**config.mk**
```make
export PLATFORM = sky130hd
export DESIGN_NAME = stacker_row_writer
export DESIGN_NICKNAME = d
export VERILOG_FILES = /design/src/rtl/stacker_row_writer.sv
export SDC_FILE = /design/constraint.sdc
export NUM_CORES = 1
export LEC_CHECK = 0
export BUFFER_PORTS_ARGS = -buffer_cell sky130_fd_sc_hd__buf_2
export CORE_ASPECT_RATIO = 1.5
export CORE_MARGIN = 2
export CORE_UTILIZATION = 45
export DETAILED_ROUTE_END_ITERATION = 8
export GPL_TIMING_DRIVEN = 0
export PLACE_DENSITY = 0.61
export RECOVER_POWER = 25
export SLEW_MARGIN = 10
export SYNTH_ARGS = -nofsm -noshare
export SYNTH_HDL_FRONTEND = slang
export SYNTH_SLANG_ARGS = --single-unit
export TNS_END_PERCENT = 10
```
**constraint.sdc**
```tcl
create_clock -name clk -period 2.6 [get_ports clk]
set_input_delay 0.39 -clock clk [delete_from_list [all_inputs] [get_ports clk]]
set_output_delay 0.39 -clock clk [all_outputs]
set_load 0.005 [all_outputs]
```
**src/rtl/stacker_row_writer.sv**
```systemverilog
// stacker_row_writer: stacker game engine for the 8x8 block display.
// Emits the display contents as a stream of row writes
// (write_strobe / row_index / row_data).
// Row 0 is the bottom row. Bit i of a row is column i.
module stacker_row_writer #(
    parameter logic [7:0] INIT_SEG = 8'b00000111
) (
    input  logic       clk,
    input  logic       reset,
    input  logic       start,
    input  logic       btn,
    input  logic       tick,
    output logic       write_strobe,
    output logic [2:0] row_index,
    output logic [7:0] row_data,
    output logic [2:0] state,
    output logic [3:0] score
);

    typedef enum logic [2:0] {
        IDLE  = 3'd0,
        CLEAR = 3'd1,
        PLAY  = 3'd2,
        WIN   = 3'd3,
        LOSE  = 3'd4
    } state_t;

    state_t      state_reg;
    logic        write_strobe_reg;
    logic [2:0]  row_index_reg;
    logic [7:0]  row_data_reg;
    logic [3:0]  score_reg;
    logic [2:0]  cur_row_reg;
    logic [7:0]  seg_reg;
    logic        dir_reg;      // 1 = moving toward bit 7
    logic [7:0]  below_reg;    // last locked row
    logic [2:0]  clr_cnt_reg;  // next row to clear; wraps to 0 after row 7
    logic        pend_reg;     // write of the fresh row still owed

    logic [7:0]  locked_next;
    logic [7:0]  moved_seg_next;
    logic        moved_dir_next;

    assign write_strobe = write_strobe_reg;
    assign row_index    = row_index_reg;
    assign row_data     = row_data_reg;
    assign state        = state_reg;
    assign score        = score_reg;

    // Row produced by a lock: the bottom row keeps the whole segment,
    // higher rows keep only the overlap with the row underneath.
    always_comb begin
        locked_next = (cur_row_reg == 3'd0) ? seg_reg : (seg_reg & below_reg);
    end

    // One bounce step: reverse at either edge, otherwise shift toward dir.
    always_comb begin
        moved_dir_next = dir_reg;
        moved_seg_next = seg_reg;
        if (dir_reg && seg_reg[7]) begin
            moved_dir_next = 1'b0;
            moved_seg_next = seg_reg >> 1;
        end else if (!dir_reg && seg_reg[0]) begin
            moved_dir_next = 1'b1;
            moved_seg_next = seg_reg << 1;
        end else if (dir_reg) begin
            moved_seg_next = seg_reg << 1;
        end else begin
            moved_seg_next = seg_reg >> 1;
        end
    end

    // Game FSM with registered row-write outputs.
    // Each write is issued on the edge that leaves the deciding cycle,
    // so the row-0 clear goes out as CLEAR is entered and the initial
    // segment write goes out as PLAY is entered.
    always_ff @(posedge clk or posedge reset) begin
        if (reset) begin
            state_reg        <= IDLE;
            write_strobe_reg <= 1'b0;
            row_index_reg    <= 3'd0;
            row_data_reg     <= 8'd0;
            score_reg        <= 4'd0;
            cur_row_reg      <= 3'd0;
            seg_reg          <= INIT_SEG;
            dir_reg          <= 1'b1;
            below_reg        <= 8'd0;
            clr_cnt_reg      <= 3'd0;
            pend_reg         <= 1'b0;
        end else begin
            write_strobe_reg <= 1'b0;
            case (state_reg)
                IDLE: begin
                    if (start) begin
                        state_reg        <= CLEAR;
                        write_strobe_reg <= 1'b1;
                        row_index_reg    <= 3'd0;
                        row_data_reg     <= 8'd0;
                        clr_cnt_reg      <= 3'd1;
                    end
                end
                CLEAR: begin
                    if (!start) begin
                        state_reg <= IDLE;
                    end else if (clr_cnt_reg == 3'd0) begin
                        // All eight rows cleared: enter PLAY and emit the
                        // owed initial segment write on the same edge.
                        state_reg        <= PLAY;
                        cur_row_reg      <= 3'd0;
                        seg_reg          <= INIT_SEG;
                        dir_reg          <= 1'b1;
                        score_reg        <= 4'd0;
                        below_reg        <= 8'd0;
                        pend_reg         <= 1'b0;
                        write_strobe_reg <= 1'b1;
                        row_index_reg    <= 3'd0;
                        row_data_reg     <= INIT_SEG;
                    end else begin
                        write_strobe_reg <= 1'b1;
                        row_index_reg    <= clr_cnt_reg;
                        row_data_reg     <= 8'd0;
                        clr_cnt_reg      <= clr_cnt_reg + 3'd1;
                    end
                end
                PLAY: begin
                    if (!start) begin
                        state_reg <= IDLE;
                    end else if (pend_reg) begin
                        pend_reg         <= 1'b0;
                        write_strobe_reg <= 1'b1;
                        row_index_reg    <= cur_row_reg;
                        row_data_reg     <= seg_reg;
                    end else if (btn) begin
                        write_strobe_reg <= 1'b1;
                        row_index_reg    <= cur_row_reg;
                        row_data_reg     <= locked_next;
                        if (locked_next == 8'd0) begin
                            state_reg <= LOSE;
                        end else begin
                            score_reg <= score_reg + 4'd1;
                            if (cur_row_reg == 3'd7) begin
                                state_reg <= WIN;
                            end else begin
                                cur_row_reg <= cur_row_reg + 3'd1;
                                below_reg   <= locked_next;
                                seg_reg     <= locked_next;
                                pend_reg    <= 1'b1;
                            end
                        end
                    end else if (tick) begin
                        seg_reg          <= moved_seg_next;
                        dir_reg          <= moved_dir_next;
                        write_strobe_reg <= 1'b1;
                        row_index_reg    <= cur_row_reg;
                        row_data_reg     <= moved_seg_next;
                    end
                end
                WIN, LOSE: begin
                    if (!start) begin
                        state_reg <= IDLE;
                    end
                end
                default: begin
                    state_reg <= IDLE;
                end
            endcase
        end
    end

endmodule

```
==> out/results.tsv <==
stage	metric	value	unit
yosys	synth_flop_cell	dfrtp_1	
layout	final_cell_count_no_fill	392	
yosys	synth_most_common_cell	dfrtp_1	
routing	vias	2306	
setup_path	startpoint_type	register	
yosys	yosysSeqAreaShare	41.4	%
setup_path	path_depth	7	
flow_run	cap_violations	0	
yosys	synth_seq_cells	43	
clock_network	cts_resized	0	
setup_path	r2r_start	clr_cnt_reg[0]	
yosys	syn_avg_cell_area	9.04	um^2
yosys	yosys_warnings	0	
run_status	outcome	finished clean	
setup_path	cp-end-kind	register	
routing	vias_per_cell	5.88	
floorplan	dieWidth	66.2	um
grt	antenna_found_initial	0	
timing	post-route-min-period	2410	ps
timing	setup_violations	0	
yosys	synth_top_area_share	37.4	%
placed_design	place_inst	384	
setup_path	r2r_slack	190	ps
min_path	min_path_type	primary input to asynchronous set/reset pin	
routing	drt-pass1-iter-count	4	
clock_network	ctsHoldBuffers	0	
clock_network	cts_buffers	5	
power	vdd_drop_max	0.352	mV
yosys	async_flop_share	100	%
floorplan	die-area	6440	um^2
power	power_density	872	nW/um^2
clock_network	cts.clk_slew.worst_paths	90	ps
floorplan	rows	34	
yosys	syn_area	2610	um^2
timing	slew_headroom	19.7	%
setup_path	slowest_delay	630	ps
yosys	syn_inst	289	
floorplan	initial_core_util	45.8	%
placed_design	gp_congestion	0.904	
placed_design	dp_hpwl	5070	um
timing	min_period_over_period	92.5	%
clock_network	cts-root-buf	clkbuf_8	
timing	slew_violations	0	
clock_network	htreeDepth	2	
timing	hold_viol	0	
layout	utilization	51.1	%
grt	grt_first_pass_wirelength	11200	um
yosys	syn_nets	300	
clock_network	cts_setup_buffers	0	
floorplan	core_region_area	5700	um^2
setup_path	reg2reg_depth	7	
setup_path	critPathSlowestCell	a21oi_1	
routing	post_drt_wl_per_cell	17.2	um
routing	drc	0	
setup_path	cp_cell_sequence	inv_1, ha_1, nor4bb_1, o21ai_0, nor3_1, a21oi_1, a22o_1	
grt	grt_pass1_vias	2272	
layout	nets	330	
layout	area_delta_synth_final	11.5	%
yosys	synth_commonest_cells	dfrtp_1 (39), nand2_1 (28), o21ai_0 (28)	
setup_path	crit_type	register to register	
setup_path	cp_data_required_time	2840	ps
timing	grt_setup_unrepaired	no	
setup_path	rr_endpoint	seg_reg[6]	
setup_path	cp.arrival	2640	ps
placed_design	io_buffers	22	
grt	grt_usage	22.1	%
grt	grt_max_degree	24	
routing	drtIter0Drc	137	
yosys	synth-edff-count	0	
grt	grt_overflow	0	
timing	skew	13.5	ps
layout	fill_cells	574	
yosys	synth_cell_types	47	
power	leakage	1.32	nW
setup_path	path_buf_inv	1	
routing	final_antenna_net_count	0	
clock_network	clockBufferDepth	2	
layout	drive_gt1_share	15.0	%
setup_path	cp_top_family	compound AO/OA/AOI/OAI gates	
timing	timing.fmax	416	MHz
floorplan	pin_count	24	
setup_path	crit_fanout	8	
floorplan	die_h	97.3	um
setup_path	worstSetupStartpoint	clr_cnt_reg[0]	
routing	wl	6740	um
clock_network	worstSkewPairLatency	300	ps
clock_network	cts.sinks	43	
yosys	synthTopCellsByArea	dfrtp_1 (37%), o21ai_0 (5.4%), dfstp_2 (4.0%), nand2_1 (4.0%), o2bb2ai_1 (3.7%)	
timing	tns	0	ps
yosys	yosys.area.top_type	dfrtp_1	
timing	worst_pin_slew	1200	ps
layout	diodes	0	
clock_network	cts_tree	done	
final cells by class:
cell class              count  area, um^2  area share, %
multi-input cells         211        1400           47.9
flip-flops and latches     43        1080           37.1
clock inverters             1        5.00          0.172
plain buffers              16        71.3           2.45
repair buffers             23         114           3.91
clock buffers               7        86.3           2.96
well taps                  72        90.1           3.09
inverters                  19        71.3           2.45
how the worst max path moves through the flow:
stage	end	slack [ps]
after floorplan	score[0]	610
after global placement	below_reg[6]	170
after detailed placement	below_reg[6]	140
after CTS	below_reg[6]	100
after global routing	seg_reg[6]	30
final	seg_reg[6]	190
cells by family (layout without fill, tap and decap cells):
kind of cell | after synthesis | after routing | synth area share [%]
AND/OR/NAND/NOR | 93 | 93 | 18.1
buffers and inverters | 35 | 66 | 5.41
flip-flops | 43 | 43 | 41.4
AO/OA/AOI/OAI | 102 | 102 | 28.3
multiplexers | 10 | 10 | 3.98
adder cells (fa/ha/maj) | 6 | 6 | 2.87
through the flow:
step                      total power, W  cell area [um^2]  setup WS (ps)  hold slack (ps)
after floorplan                  0.00175              2610            613              473
after global placement           0.00208              2810            172              462
after detailed placement         0.00209              2840            137              464
after CTS                        0.00255              2930           98.9              137
after global routing             0.00272              2910           29.3              342
final                            0.00254              2910            195              252
power by group:
part           total (W)  switching, W  internal, W
combinational    0.00107      0.000633     0.000437
clock           0.000448      0.000233     0.000215
sequential       0.00102      0.000192     0.000829
cell usage in the layout (no fill, tap or decap), types with 7 or more instances in the layout:
cell type | Yosys | routed
nand3_1 | 12 | 12
a31oi_1 | 8 | 8
o2bb2ai_1 | 11 | 11
a21oi_1 | 11 | 11
inv_1 | 19 | 19
nor2b_1 | 9 | 9
buf_2 | 2 | 24
and2_1 | 7 | 7
a22oi_1 | 8 | 8
dfrtp_1 | 39 | 39
o21ai_0 | 28 | 28
clkbuf_1 | 12 | 14
nand2_1 | 28 | 28
mux2i_1 | 7 | 7
nor2_1 | 12 | 12
worst register-to-register path, delay by kind of cell, from the launching register on:
family | cells | cell delay, ps
AOI/OAI and AO/OA | 3 | 1300
adders and majority gates | 1 | 240
buffers and inverters | 1 | 80
DFF | 1 | 430
and+or+nand+nor | 2 | 280
metal layers:
layer | global-route usage [%] | part of all wire [%] | up-vias
li1 | - | - | 1144
met2 | 40.2 | 55 | 34
met1 | 26.4 | 41 | 1118
met3 | 2.78 | 2.3 | 10
met4 | 6.44 | 2.0 | 0
met5 | 0 | 0 | -
No activity file was read; power rests on OpenSTA's default activity.
